[config.mk]
export PLATFORM = sky130hd
export DESIGN_NAME = uvmt_cv32e40x_rvfi_obi_beat_tracker
export DESIGN_NICKNAME = d
export VERILOG_FILES = /design/src/rtl/uvmt_cv32e40x_rvfi_obi_pkg.sv /design/src/rtl/uvmt_cv32e40x_obi_outstanding_fifo.sv /design/src/rtl/uvmt_cv32e40x_rvfi_obi_beat_tracker.sv
export SDC_FILE = /design/constraint.sdc
export NUM_CORES = 1
export LEC_CHECK = 0
export BUFFER_PORTS_ARGS = -buffer_cell sky130_fd_sc_hd__buf_4
export CAP_MARGIN = 20
export CORE_ASPECT_RATIO = 1.25
export CORE_MARGIN = 2
export CORE_UTILIZATION = 50
export DETAILED_ROUTE_END_ITERATION = 10
export PLACE_DENSITY = 0.7
export SETUP_SLACK_MARGIN = 0.1
export SKIP_LAST_GASP = 1
export SYNTH_ARGS = -nofsm -noshare
export SYNTH_HDL_FRONTEND = slang
export SYNTH_SLANG_ARGS = --single-unit
[constraint.sdc]
create_clock -name clk_i -period 3.6 [get_ports clk_i]
set_input_delay 0.72 -clock clk_i [delete_from_list [all_inputs] [get_ports clk_i]]
set_output_delay 0.72 -clock clk_i [all_outputs]
set_load 0.03 [all_outputs]
[src/rtl/uvmt_cv32e40x_rvfi_obi_pkg.sv]
// Shared types for the RVFI/OBI beat tracker: FIFO entry, beat accumulator
// and the word-align mask used for first-beat address comparison.
package uvmt_cv32e40x_rvfi_obi_pkg;

  localparam int unsigned ACC_CNT_W = 16;

  typedef struct packed {
    logic [31:0] addr;
    logic        we;
  } obi_entry_t;

  typedef struct packed {
    logic [ACC_CNT_W-1:0] count;
    logic [31:0]          first_addr;
    logic                 we_any;
    logic                 valid_first;
  } beat_acc_t;

  function automatic logic [31:0] word_align_mask();
    return 32'hFFFF_FFFC;
  endfunction

endpackage

[src/rtl/uvmt_cv32e40x_obi_outstanding_fifo.sv]
// Outstanding OBI transaction FIFO: entries pushed on grant, popped on rvalid.
// Pop is evaluated before push so a full FIFO may push and pop in one cycle.
module uvmt_cv32e40x_obi_outstanding_fifo
  import uvmt_cv32e40x_rvfi_obi_pkg::*;
#(
  parameter int unsigned DEPTH = 4
) (
  input  logic       clk_i,
  input  logic       rst_i,
  input  logic       push,
  input  obi_entry_t push_data,
  input  logic       pop,
  output obi_entry_t head_c,
  output logic       pop_ok_c,
  output logic       overflow_c,
  output logic       underflow_c
);

  localparam int unsigned AW = $clog2(DEPTH);
  localparam int unsigned CW = AW + 1;

  obi_entry_t    mem [DEPTH];
  logic [AW-1:0] wr_ptr;
  logic [AW-1:0] rd_ptr;
  logic [CW-1:0] count;
  logic          full;
  logic          empty;
  logic          push_ok;

  always_comb begin
    empty       = (count == '0);
    full        = (count == CW'(DEPTH));
    pop_ok_c    = pop && !empty;
    push_ok     = push && (!full || pop_ok_c);
    overflow_c  = push && !push_ok;
    underflow_c = pop && empty;
    head_c      = mem[rd_ptr];
  end

  // Pointers wrap naturally because DEPTH is a power of two.
  always_ff @(posedge clk_i) begin
    if (rst_i) begin
      wr_ptr <= '0;
      rd_ptr <= '0;
      count  <= '0;
    end else begin
      if (push_ok) begin
        mem[wr_ptr] <= push_data;
        wr_ptr      <= wr_ptr + 1'b1;
      end
      if (pop_ok_c) begin
        rd_ptr <= rd_ptr + 1'b1;
      end
      count <= count + CW'(push_ok) - CW'(pop_ok_c);
    end
  end

endmodule

[src/rtl/uvmt_cv32e40x_rvfi_obi_beat_tracker.sv]
// Attributes completed data-side OBI beats to retiring memory instructions and
// emits a registered observation record per memory retirement.
module uvmt_cv32e40x_rvfi_obi_beat_tracker
  import uvmt_cv32e40x_rvfi_obi_pkg::*;
#(
  parameter int unsigned DEPTH = 4,
  parameter int unsigned NMEM  = 1,
  parameter int unsigned BEATW = 5
) (
  input  logic              clk_i,
  input  logic              rst_i,
  input  logic              rvfi_valid,
  input  logic              rvfi_trap,
  input  logic [4*NMEM-1:0] rvfi_mem_rmask,
  input  logic [4*NMEM-1:0] rvfi_mem_wmask,
  input  logic [31:0]       rvfi_mem_addr,
  input  logic              obi_req,
  input  logic              obi_gnt,
  input  logic [31:0]       obi_addr,
  input  logic              obi_we,
  input  logic              obi_rvalid,
  output logic              obs_valid,
  output logic [BEATW-1:0]  obs_beats,
  output logic              obs_split,
  output logic              obs_we_any,
  output logic              obs_addr_match,
  output logic              obs_trap,
  output logic              err_overflow,
  output logic              err_underflow,
  output logic              err_nobeat
);

  localparam logic [ACC_CNT_W-1:0] BEAT_MAX = ACC_CNT_W'((2 ** BEATW) - 1);

  obi_entry_t push_data;
  obi_entry_t head;
  logic       pop_ok;
  logic       overflow;
  logic       underflow;
  beat_acc_t  acc;
  beat_acc_t  acc_next;
  logic       mem_retire;
  logic       addr_match;

  assign push_data = '{addr: obi_addr, we: obi_we};

  uvmt_cv32e40x_obi_outstanding_fifo #(
    .DEPTH (DEPTH)
  ) u_fifo (
    .clk_i       (clk_i),
    .rst_i       (rst_i),
    .push        (obi_req && obi_gnt),
    .push_data   (push_data),
    .pop         (obi_rvalid),
    .head_c      (head),
    .pop_ok_c    (pop_ok),
    .overflow_c  (overflow),
    .underflow_c (underflow)
  );

  // Accumulator including this cycle's beat, so a same-cycle rvalid counts toward a retirement.
  always_comb begin
    acc_next = acc;
    if (pop_ok) begin
      if (acc.count == '0) begin
        acc_next.first_addr  = head.addr;
        acc_next.valid_first = 1'b1;
      end
      if (acc.count != BEAT_MAX) begin
        acc_next.count = acc.count + 1'b1;
      end
      acc_next.we_any = acc.we_any | head.we;
    end
    mem_retire = rvfi_valid && (((rvfi_mem_rmask | rvfi_mem_wmask) != '0) || rvfi_trap);
    addr_match = acc_next.valid_first &&
                 ((acc_next.first_addr & word_align_mask()) == (rvfi_mem_addr & word_align_mask()));
  end

  always_ff @(posedge clk_i) begin
    if (rst_i) begin
      acc            <= '0;
      obs_valid      <= 1'b0;
      obs_beats      <= '0;
      obs_split      <= 1'b0;
      obs_we_any     <= 1'b0;
      obs_addr_match <= 1'b0;
      obs_trap       <= 1'b0;
      err_overflow   <= 1'b0;
      err_underflow  <= 1'b0;
      err_nobeat     <= 1'b0;
    end else begin
      obs_valid <= mem_retire;
      if (mem_retire) begin
        obs_beats      <= BEATW'(acc_next.count);
        obs_split      <= (acc_next.count >= ACC_CNT_W'(2));
        obs_we_any     <= acc_next.we_any;
        obs_addr_match <= addr_match;
        obs_trap       <= rvfi_trap;
        acc            <= '0;
      end else begin
        obs_beats      <= '0;
        obs_split      <= 1'b0;
        obs_we_any     <= 1'b0;
        obs_addr_match <= 1'b0;
        obs_trap       <= 1'b0;
        acc            <= acc_next;
      end
      if (overflow) begin
        err_overflow <= 1'b1;
      end
      if (underflow) begin
        err_underflow <= 1'b1;
      end
      if (mem_retire && !rvfi_trap && (acc_next.count == '0)) begin
        err_nobeat <= 1'b1;
      end
    end
  end

endmodule

# Word-level counts from Yosys, hierarchy flattened

Memories as Yosys holds them, arrays and structs flattened. A register that Yosys moved wholly into a read port is not among the register bits.
Index checks and enable logic that the tools add are counted.
Widths: inputs -> output; s select.

Register bits after elaboration: 70
Bits in latches: 0
Bits in writable memories: 132
Memory bits (read-only): 0
Input bits: 80
Output and inout bits: 13
Memories: 1

Add/sub/neg operators: 5
Multiply operators: 0
Divide/modulo/power cells: 0
$lt $le $gt $ge: 1
Equality and inequality tests: 3
Shifts and indexed selects: 0
Muxes and demuxes: 9
Bitwise gates (word level): 3
Reduce and logical (&&, ||, !) cells: 22

Memories:

| memory     | depth | bits a word | rd ports | clocked after memory_dff | wr ports | line                                     | text |
|---|---|---|---|---|---|---|---|
| u_fifo.mem | 4     | 33          | 1        | 1                        | 1        | uvmt_cv32e40x_obi_outstanding_fifo.sv:22 | `obi_entry_t mem [DEPTH];` |

Operators by type and width:

| cell                  | count |
|---|---|
| $mux 50               | 1 |
| $logic_not 16->1      | 2 |
| $mux 32               | 1 |
| $eq 30x30->1          | 1 |
| $add 16x1->16 const B | 1 |
| $ge 16x2->1 const B   | 1 |
| $mux 16               | 1 |
| $ne 16x5->1 const B   | 1 |
| $logic_and 1x1->1     | 9 |
| $add 2x1->2 const B   | 2 |
| $logic_not 1->1       | 4 |
| $mux 1                | 4 |
| $mux 2                | 2 |
| $or 4x4->4            | 1 |
| $reduce_bool 4->1     | 1 |
| $reduce_or 2->1       | 2 |
| $add 3x1->3           | 1 |
| $eq 3x3->1 const B    | 1 |
| $logic_not 3->1       | 1 |
| $sub 3x1->3           | 1 |
| $logic_or 1x1->1      | 2 |
| $reduce_and 2->1      | 1 |
| $not 1->1             | 1 |
| $or 1x1->1            | 1 |

# Longest topological paths before layout

Depth after elaboration: 8
Gate-level depth with buffers: 11
Gate-level depth less buffers: 9

# Modules after synthesis

From an unflattened synthesis, not the netlist that was laid out.

Cells, all modules: 579
Area, all modules: 8378.0 µm²

By module, submodules not included:

| module                              | times used | cells an instance | area an instance (µm²) | sequential area each (µm²) |
|---|---|---|---|---|
| uvmt_cv32e40x_obi_outstanding_fifo  | 1          | 222               | 5300.1                 | 4144.0 |
| uvmt_cv32e40x_rvfi_obi_beat_tracker | 1          | 357               | 3078.0                 | 1221.2 |

# Least setup slack after synthesis

No wires, ideal clock.

Kind: register -> register
From: reg acc[47] (netlist name)
To: reg err_nobeat
Library setup time: 75 ps
Arrival: 2723 ps
Required time: 3525 ps
Setup slack: 802 ps
Stages on the path, launching flop included: 11
Path buffers: 3
Cell sequence: dfxtp_1 clkbuf_1 or4_4 or4_1 buf_6 buf_6 o21ai_0 mux2_2 a2111oi_0 nand2_1 o22ai_1

Cells in the longest elaborated chain, start to end: 5

Ends and longest elaborated chain:

| item                                                | line                                                                                 | text |
|---|---|---|
| from (decl)                                         | uvmt_cv32e40x_rvfi_obi_beat_tracker.sv:40                                            | `beat_acc_t acc;` |
| from (signal assigned)                              | uvmt_cv32e40x_rvfi_obi_beat_tracker.sv:106                                           | `acc <= acc_next;` |
| $add 16x1->16 / $ne 16x5->1 (equally long branches) | uvmt_cv32e40x_rvfi_obi_beat_tracker.sv:70, uvmt_cv32e40x_rvfi_obi_beat_tracker.sv:69 |  |
| $mux 16                                             | uvmt_cv32e40x_rvfi_obi_beat_tracker.sv:69                                            | `if (acc.count != BEAT_MAX) begin` |
| $mux 50 *                                           | uvmt_cv32e40x_rvfi_obi_beat_tracker.sv:64                                            | `if (pop_ok) begin` |
| $logic_not 16->1 *                                  | uvmt_cv32e40x_rvfi_obi_beat_tracker.sv:114                                           | `if (mem_retire && !rvfi_trap && (acc_next.count == '0)) begin` |
| $logic_and 1x1->1 *                                 | uvmt_cv32e40x_rvfi_obi_beat_tracker.sv:114                                           |  |
| to (signal assigned)                                | uvmt_cv32e40x_rvfi_obi_beat_tracker.sv:90                                            | `err_nobeat <= 1'b0;` |
| to (signal assigned)                                | uvmt_cv32e40x_rvfi_obi_beat_tracker.sv:115                                           | `err_nobeat <= 1'b1;` |
| to (decl)                                           | uvmt_cv32e40x_rvfi_obi_beat_tracker.sv:30                                            | `output logic err_nobeat` |

Every way passes the cells marked *; elsewhere a longest branch is shown, timed or not.
A chain may end at the register's enable or synchronous reset.

# Worst setup path in the final report

From: reg acc[43] (netlist name)
To: reg obs_addr_match

Cells in the longest elaborated chain, start to end: 5

Ends and longest elaborated chain:

| item                 | line                                      | text |
|---|---|---|
| $logic_not 16->1 *   | uvmt_cv32e40x_rvfi_obi_beat_tracker.sv:65 | `if (acc.count == '0) begin` |
| $mux 32              | uvmt_cv32e40x_rvfi_obi_beat_tracker.sv:65 |  |
| $mux 50 *            | uvmt_cv32e40x_rvfi_obi_beat_tracker.sv:64 |  |
| $eq 30x30->1         | uvmt_cv32e40x_rvfi_obi_beat_tracker.sv:76 | `((acc_next.first_addr & word_align_mask()) == (rvfi_mem_addr & word_align_mask()));` |
| $logic_and 1x1->1 *  | uvmt_cv32e40x_rvfi_obi_beat_tracker.sv:75 | `addr_match = acc_next.valid_first &&` |
| to (signal assigned) | uvmt_cv32e40x_rvfi_obi_beat_tracker.sv:97 | `obs_addr_match <= addr_match;` |
| to (decl)            | uvmt_cv32e40x_rvfi_obi_beat_tracker.sv:26 | `output logic obs_addr_match,` |

Marks and branches as above.

==> metrics.cfg <==
[setup_path]
path_cells=or4_4 > or4_1 > buf_4 > o21ai_0 > a21oi_1 > or4_1 > nor4_1 > and4_1
critical_path_class=flip-flop to flip-flop
slowest_delay_ns=0.57
cpMostUsedCell=or4_1
crit_path_max_fanout=26
critPathSlowestCell=or4_4
r2r_slack_ns=0.49
crit_path_start_kind=flip-flop
cp.arrival_ns=3.48
cp_data_required_time_ns=3.97
end_kind=flip-flop

[placement]
dp_cells=930
pre_cts_ws_ns=0.5461
hpwl_mm=13.36
place_congestion=0.8947
port_buffers=88

[yosys]
synth_nets=717
yosys.cell_count.top_type=edfxtp_1
synth_area_leaders=edfxtp_1 (46%), dfxtp_1 (17%), mux4_2 (6.6%)
synth_seq_area_share=0.6275
synth_top_cell_by_area=edfxtp_1
ys_seq_elements=194
syn_inst=628
synth_top_area_frac=0.4560
synth_edf_count=124
synth.distinct_cells=62
synth.avg_cell_area_um2=13.00
synthArstFlopShare=0
syn-cell-area_um2=8167
ys_top_cells_by_count=edfxtp_1 (124), dfxtp_1 (70), nor2_1 (50)
synth_ff_type=edfxtp_1
ys_warn_count=0

[clock_tree]
ctsResizeCount=0
htreeDepth=4
holdBufCountCts=0
cts_tree=built
cts_root_buffer=clkbuf_16
clock_latency_ns=0.43
cts_made_buffers=17
post_cts_buffers=0
clock-sinks=194
clockBufferDepth=2
clkTransAtPathRegs_ns=0.07

[power]
total_power_uw=5574
vdd_drop_max_mv=0.3249
leakage_uw=0.003471
p_per_area_nw_per_um2=573.4

[layout]
fin_cells=961
num_antenna_cells=0
syn_to_final_growth_pct=19.04
drive_gt1_frac=0.2403
final_nets=822
n_fill_cell=1286

[drt]
ant_nets=0
first_pass_iters=6
route.detailed.drc=0
vias_per_cell=5.771
dr_total_vias=5546
wl_per_cell_um=19.80
first_iter_violations=321
drt-total-wl_mm=19.02

[die]
die_h_um=146.9
die_x_um=118.3
io_pins=93
core_um2=16070
die_area_um2=17380
initial_core_util=0.5082
rows=52

[timing]
period_needed_ns=3.111
tightest_slew_ns=1.076
relSlewSlack=0.2828
hold_viol_final=0
rsz0062_at_grt=no
fin_crit_sh=0.8641
layout_setup_ws_ns=0.4891
setup_viol=0
fin_setup_tns_ns=0
slew_violations=0
finClkSkew_ns=0.004583
fmax_mhz=321.5

[run]
drv_cap=0

[global_route]
grt_overflow_total=0
grt_pass1_wl_mm=29.76
grt_max_degree=32
gr-usage-all-layers=0.2240
grt_pass1_vias=5660
antenna_found_initial=0

[min_path]
hp-class=flip-flop to flip-flop

[status]
status=finished, final reports clean

-- cell families (layout without fill, tap and decap cells) --
| group | after synthesis | count (layout) | synth area share |
|---|---|---|---|
| AO/OA/AOI/OAI | 120 | 120 | 0.09423 |
| XOR/XNOR | 23 | 23 | 0.02467 |
| adder cells (fa/ha/maj) | 9 | 9 | 0.01471 |
| buffers and inverters | 54 | 171 | 0.02727 |
| flip-flops | 194 | 194 | 0.6275 |
| multiplexers | 51 | 51 | 0.09989 |
| AND/OR/NAND/NOR | 177 | 177 | 0.1117 |
-- power by group --
| part | internal [µW] | switching, µW | leakage, µW |
|---|---|---|---|
| clock | 1010 | 774 | 0.000263 |
| sequential | 2470 | 120 | 0.00169 |
| combinational | 551 | 645 | 0.00152 |
| total | 4040 | 1540 | 0.00347 |
-- stage by stage --
stage	instance area [µm²]	utilization	hold slack (ns)
global route	9722	0.6050	0.4781
detailed placement	9170	0.5706	0.4445
CTS	9722	0.6050	0.4636
floorplan	8167	-	0.4240
finish	9722	0.6050	0.4636
global placement	9170	0.5706	0.4398
-- final cells by class --
type / instances / area [µm²] / share of cell area
Clock inverter: 10 / 111.4 / 0.01145
Sequential cell: 194 / 5127 / 0.5274
Timing Repair Buffer: 114 / 855.8 / 0.08803
Multi-Input combinational cell: 380 / 2819 / 0.2900
Tap cell: 216 / 270.3 / 0.02780
Inverter: 26 / 97.59 / 0.01004
Clock buffer: 21 / 440.4 / 0.04530
-- worst paths after layout --
path	startpoint	to	cells past startpoint
min	acc[1]	acc[1]	2
min reg2reg	acc[1]	acc[1]	2
max	acc[43]	obs_addr_match	8
max reg2reg	acc[43]	obs_addr_match	8
-- critical path: cells and delay by family (launching register included) --
family | cells | cell delay (ns)
buf+inv | 1 | 0.25
flops | 1 | 0.37
compound gates | 2 | 0.43
simple gates | 5 | 2.00
-- routing by layer --
| metal | track usage | part of all wire | wire (µm) | up-vias |
|---|---|---|---|---|
| li1 | - | - | - | 2590 |
| met1 | 0.2735 | 0.41 | 7762 | 2730 |
| met2 | 0.4009 | 0.52 | 9975 | 193 |
| met3 | 0.03921 | 0.047 | 891 | 33 |
| met4 | 0.07590 | 0.021 | 393 | 0 |
| met5 | 0 | 0 | 0 | - |
-- placed cells by master, fill, tap and decap left out, drive strengths merged, types with 8 or more instances in the layout --
cell type	netlist	routed
edfxtp	124	124
mux2i	23	23
nor3	9	9
o22ai	10	10
clkbuf	19	21
xor2	9	9
nor4	10	10
dfxtp	70	70
nand2	36	36
inv	25	26
and2	9	9
nand3	25	25
xnor2	14	14
and3	8	8
buf	9	114
a21o	9	9
mux4	24	24
a21oi	41	41
nor2	51	51
ha	8	8
o21ai	22	22
-- registers in the layout (all words and copies together), names as in the netlist, named ones only --
register and flops:
u_fifo.mem 124, acc 48, err_nobeat 1, obs_addr_match 1, obs_valid 1, u_fifo.wr_ptr 2, err_underflow 1, u_fifo.rd_ptr 2
obs_trap 1, u_fifo.count 3, obs_split 1, obs_we_any 1, err_overflow 1, obs_beats 5
(Power assumes the default switching activity.)
